`config.mk`:
```
export PLATFORM = sky130hd
export DESIGN_NAME = mmio_arbiter
export DESIGN_NICKNAME = d
export VERILOG_FILES = /design/src/rtl/mmio_arbiter_pkg.sv /design/src/rtl/rr_pick2.sv /design/src/rtl/mmio_arbiter.sv
export SDC_FILE = /design/constraint.sdc
export NUM_CORES = 1
export LEC_CHECK = 0
export CAP_MARGIN = 20
export CORE_AREA = 2 2 102 104
export CTS_CLUSTER_SIZE = 20
export DETAILED_ROUTE_END_ITERATION = 12
export DIE_AREA = 0 0 104 106
export GPL_ROUTABILITY_DRIVEN = 0
export REMOVE_ABC_BUFFERS = 1
export SYNTH_ARGS = -nofsm -noshare
export SYNTH_HDL_FRONTEND = slang
export SYNTH_SLANG_ARGS = --single-unit
export TNS_END_PERCENT = 20
```
`constraint.sdc`:
```
create_clock -name clk -period 5.9 [get_ports clk]
set_clock_uncertainty 0.05 [all_clocks]
set_input_delay 1.475 -clock clk [delete_from_list [all_inputs] [get_ports clk]]
set_output_delay 1.475 -clock clk [all_outputs]
set_load 0.02 [all_outputs]
```
`src/rtl/mmio_arbiter_pkg.sv`:
```
// rtl/mmio_arbiter_pkg.sv - shared FSM encoding and requester count for the MMIO arbiter
package mmio_arbiter_pkg;

    localparam int NUM_REQ = 2;

    typedef enum logic [1:0] {
        IDLE = 2'd0,
        OWN0 = 2'd1,
        OWN1 = 2'd2
    } state_t;

endpackage

```
`src/rtl/rr_pick2.sv`:
```
// rtl/rr_pick2.sv - two-way round-robin winner select, onehot grant
module rr_pick2
    import mmio_arbiter_pkg::*;
(
    input  logic [NUM_REQ-1:0] req,
    input  logic               last,
    output logic [NUM_REQ-1:0] grant
);

    // On contention the requester that did not win most recently takes the slot.
    always_comb begin
        grant = '0;
        if (req[0] && req[1]) begin
            grant = last ? 2'b01 : 2'b10;
        end else begin
            grant = req;
        end
    end

endmodule

```
`src/rtl/mmio_arbiter.sv`:
```
// rtl/mmio_arbiter.sv - two-requester MMIO arbiter with round-robin, bounded lock and 1-cycle read return
module mmio_arbiter
    import mmio_arbiter_pkg::*;
#(
    parameter int AWIDTH   = 16,
    parameter int MAX_LOCK = 8
) (
    input  logic              clk,
    input  logic              reset,
    input  logic              REQ0,
    input  logic              REQ1,
    input  logic              LOCK0,
    input  logic              LOCK1,
    input  logic [AWIDTH-1:0] ADDR0,
    input  logic [AWIDTH-1:0] ADDR1,
    input  logic [3:0]        WEA0,
    input  logic [3:0]        WEA1,
    input  logic [31:0]       WDATA0,
    input  logic [31:0]       WDATA1,
    output logic              GNT0,
    output logic              GNT1,
    output logic              RVALID0,
    output logic              RVALID1,
    output logic [31:0]       RDATA0,
    output logic [31:0]       RDATA1,
    output logic              MMIO_EN,
    output logic [AWIDTH-1:0] MMIO_ADDR,
    output logic [3:0]        MMIO_WEA,
    output logic [31:0]       MMIO_DIN,
    input  logic [31:0]       MMIO_DOUT
);

    localparam logic [7:0] LOCK_LIM = 8'(MAX_LOCK);

    state_t             state;
    logic               last;
    logic [7:0]         lock_cnt;
    logic               rv0;
    logic               rv1;
    logic [NUM_REQ-1:0] pick;
    logic [NUM_REQ-1:0] gnt;

    rr_pick2 u_pick (
        .req   ({REQ1, REQ0}),
        .last  (last),
        .grant (pick)
    );

    // An owner may be granted even while the other side is requesting.
    always_comb begin
        gnt = '0;
        case (state)
            IDLE:    gnt = pick;
            OWN0:    gnt = {1'b0, REQ0};
            OWN1:    gnt = {REQ1, 1'b0};
            default: gnt = '0;
        endcase
    end

    assign GNT0 = gnt[0];
    assign GNT1 = gnt[1];

    always_comb begin
        MMIO_EN   = |gnt;
        MMIO_ADDR = '0;
        MMIO_WEA  = '0;
        MMIO_DIN  = '0;
        if (gnt[0]) begin
            MMIO_ADDR = ADDR0;
            MMIO_WEA  = WEA0;
            MMIO_DIN  = WDATA0;
        end else if (gnt[1]) begin
            MMIO_ADDR = ADDR1;
            MMIO_WEA  = WEA1;
            MMIO_DIN  = WDATA1;
        end
    end

    assign RVALID0 = rv0;
    assign RVALID1 = rv1;
    assign RDATA0  = rv0 ? MMIO_DOUT : 32'd0;
    assign RDATA1  = rv1 ? MMIO_DOUT : 32'd0;

    always_ff @(posedge clk or negedge reset) begin
        if (!reset) begin
            state    <= IDLE;
            last     <= 1'b1;
            lock_cnt <= 8'd0;
            rv0      <= 1'b0;
            rv1      <= 1'b0;
        end else begin
            rv0 <= gnt[0] && (WEA0 == 4'b0000);
            rv1 <= gnt[1] && (WEA1 == 4'b0000);
            if (|gnt) begin
                last <= gnt[1];
            end
            case (state)
                IDLE: begin
                    if (gnt[0] && LOCK0 && (LOCK_LIM > 8'd1)) begin
                        state    <= OWN0;
                        lock_cnt <= 8'd1;
                    end else if (gnt[1] && LOCK1 && (LOCK_LIM > 8'd1)) begin
                        state    <= OWN1;
                        lock_cnt <= 8'd1;
                    end
                end
                OWN0: begin
                    if (!LOCK0 || (gnt[0] && (lock_cnt + 8'd1 == LOCK_LIM))) begin
                        state    <= IDLE;
                        lock_cnt <= 8'd0;
                    end else if (gnt[0]) begin
                        lock_cnt <= lock_cnt + 8'd1;
                    end
                end
                OWN1: begin
                    if (!LOCK1 || (gnt[1] && (lock_cnt + 8'd1 == LOCK_LIM))) begin
                        state    <= IDLE;
                        lock_cnt <= 8'd0;
                    end else if (gnt[1]) begin
                        lock_cnt <= lock_cnt + 8'd1;
                    end
                end
                default: begin
                    state    <= IDLE;
                    lock_cnt <= 8'd0;
                end
            endcase
        end
    end

endmodule

```
==> results of run 1 <==
## worst register-to-register path: stages (launching register included)
cell,delay [ns]
dfrtp_1,0.48
nor2b_2,0.28
o21a_4,0.62
a221oi_4,0.19
nor3_2,0.33
a221o_1,0.20
## synth_stat cells, drive strengths merged, types with 2 or more instances
cell | instances | share of area, %
xnor2 | 2 | 0.99
nor4 | 4 | 1.4
clkbuf | 8 | 1.7
nand3 | 3 | 0.85
a22o | 56 | 28
a221oi | 2 | 3.0
or3 | 3 | 1.1
o21ai | 3 | 0.85
nor3 | 2 | 0.85
nand2b | 4 | 1.8
dfrtp | 12 | 17
buf | 11 | 3.1
o22ai | 2 | 0.71
nand2 | 6 | 1.3
a21oi | 3 | 1.9
and2 | 67 | 24
nor2b | 2 | 0.85
## path summary, 6_finish.rpt
path,from,to,slack [ns],cells after the start
max,REQ0,MMIO_ADDR[6],0.58,6
min,last,last,0.46,1
max reg2reg,state[1],lock_cnt[2],3.69,5
min reg2reg,last,last,0.46,1
max in group asynchronous,reset,RVALID1,3.83,1
min in group asynchronous,reset,lock_cnt[7],1.57,1
## cell families (layout without fill, tap and decap cells)
| kind of cell | count (synthesis) | in the layout | synth area share (%) |
|---|---|---|---|
| DFF | 13 | 13 | 18.5 |
| AOI/OAI and AO/OA | 74 | 74 | 38.5 |
| and+or+nand+nor | 99 | 99 | 35.2 |
| adders and majority gates | 1 | 1 | 0.708 |
| buffers and inverters | 20 | 269 | 5.02 |
| xor gates and xnor gates | 3 | 3 | 1.49 |
| muxes | 1 | 1 | 0.566 |
## where the power goes
part / leakage, nW / switching [W] / internal (W)
registers: 0.173 / 0.0000145 / 0.0000985
clock network: 0.0228 / 0.0000337 / 0.0000477
logic: 1.55 / 0.000207 / 0.000250
## state kept, by name, indices dropped and copies added, names as in the netlist
| signal | cells |
|---|---|
| RVALID0 | 1 |
| last | 1 |
| lock_cnt | 8 |
| RVALID1 | 1 |
| state | 2 |
## cell usage in the layout, fill, tap and decap left out, types with 2 or more instances in the layout
| cell type | synthesis | layout |
|---|---|---|
| clkdlybuf4s50_1 | 0 | 262 |
| and2_1 | 67 | 67 |
| a22o_1 | 56 | 56 |
| dfrtp_1 | 12 | 12 |
| nand2_1 | 6 | 6 |
| nor4_1 | 4 | 4 |
| nand2b_1 | 3 | 3 |
| o21ai_0 | 3 | 3 |
| nand3_1 | 3 | 3 |
| or3_1 | 3 | 3 |
| clkbuf_8 | 0 | 3 |
| a21oi_4 | 1 | 2 |
| a221oi_4 | 2 | 2 |
| o22ai_1 | 2 | 2 |
| xnor2_1 | 2 | 2 |
## routing by layer
metal  track usage [%]  vias to the layer above
met1              18.6                     1176
li1                  -                     1287
met5                 0                        -
met3              5.82                       18
met4              5.21                        4
met2              33.5                      164
## cell type report
| class | count | area [um2] | share of cell area [%] |
|---|---|---|---|
| timing repair buffer | 264 | 2650 | 58.2 |
| sequential | 13 | 327 | 7.17 |
| tap | 136 | 170 | 3.74 |
| inverter | 1 | 3.75 | 0.0824 |
| clock buffer | 4 | 45.0 | 0.989 |
| multi-input combinational | 178 | 1360 | 29.9 |
## stage by stage
step | setup WS [ns] | total power (W) | util [%]
after floorplan | 0.885 | 0.000313 | -
after global placement | 0.603 | 0.000571 | 45.1
after detailed placement | 0.564 | 0.000573 | 45.1
after CTS | 0.561 | 0.000656 | 45.6
after global routing | 0.457 | 0.000682 | 45.6
final | 0.581 | 0.000651 | 45.6
==> out/qor.yml, run 1 <==
die:
  num_rows: 37
  start_util_pct: 17.7
  die_w_um: 104
  num_io_pins: 263
  fp.dieArea_um2: 11000
  die_h_um: 106
  core-area_um2: 10000
final_layout:
  num_antenna_cells: 0
  fillers: 1002
  nets: 604
  area_delta_synth_final_pct: 158
  drive_gt1_share_pct: 3.70
  stdcell_count: 596
  design_area_um2: 4560
clock_network:
  cts_sinks: 13
  htree_levels: 1
  cts_hold_buf: 0
  ctsResizeCount: 0
  cts_setup_buffers: 0
  cts_tree: "yes"
  numCtsBuffers: 3
  root_buffer: "clkbuf_8"
  path_clk_slew_ns: 0.06
  clk_path_buf_depth: 2
  clock_latency_ns: 0.24
outcome:
  status: "finished, final reports clean"
grt:
  grt.overflow.total: 0
  antenna_found_initial: 2
  grt_usage_pct: 17.7
  grt_max_degree: 59
  grt_pass1_vias: 2668
  grt_pass1_wl_um: 15300
yosys:
  syn_inst: 211
  yosys_warnings: 0
  ys_seq_area_share_pct: 18.5
  synth_area_um2: 1770
  postSynthAreaPerCell_um2: 8.38
  async_flop_share_pct: 100
  synth_edf_count: 0
  synth.distinct_cells: 42
  yosys_register_bits: 13
  synth_ff_type: "dfrtp_1"
critical_path:
  worst-path-buf-inv: 3
  critical-path-slowest-cell: "clkdlybuf4s50_1"
  slowest_delay_ns: 0.63
  cp_common_cell: "clkdlybuf4s50_1"
  worstPathRequired_ns: 4.38
  worstSetupEndpointType: "primary output"
  path_cells: "clkdlybuf4s50_1 -> nor2b_2 -> a21oi_4 -> buf_4 -> a22o_1 -> clkdlybuf4s50_1"
  worstPathArrival_ns: 3.79
  path_class: "in2out"
  cp-start-kind: "input pin"
  crit_fanout: 18
  critPathTopFamily: "buffers and inverters"
timing:
  hold_viol_final: 0
  finalSetupTns_ns: 0
  drv_slew: 0
  grt_setup_unrepaired: "no"
  fmax_mhz: 188
  whs_ns: 0.464
  relSlewSlack_pct: 46.4
  period_needed_ns: 5.32
  worst_pin_slew_ns: 0.804
  final-setup-viol-count: 0
  finalCritPeriodShare_pct: 90.2
detailed_routing:
  drt-total-wl_um: 10600
  wl_per_cell_um: 17.7
  drc: 0
  wl_met1_um: 4010
  wl_met2_um: 5250
  vias: 2649
  dr.pass1.iters: 4
  maxUsedRoutingLayer: "met5"
  dr.first_iter.drc_count: 153
  drt-vias-per-instance: 4.44
  ant_nets: 0
  met3_wirelength_um: 985
placed_design:
  hpwl_um: 8930
  placed_area_um2: 4510
  placed_cells: 592
  io_buffers: 262
pwr:
  power.density_nw_per_um2: 143
  peakVddDrop_uv: 65.8
  leakage_nw: 1.74
min_path:
  hold_path_class: "reg2reg"
job:
  drv_cap: 0
No activity file was read; power rests on OpenSTA's default activity.
==> run 2: changes to the inputs <==
SKIP_CTS_REPAIR_TIMING = 1   (was not set)
==> results of run 2 <==
Same layout as run 1: the final DEF is identical, and so are final timing and power.
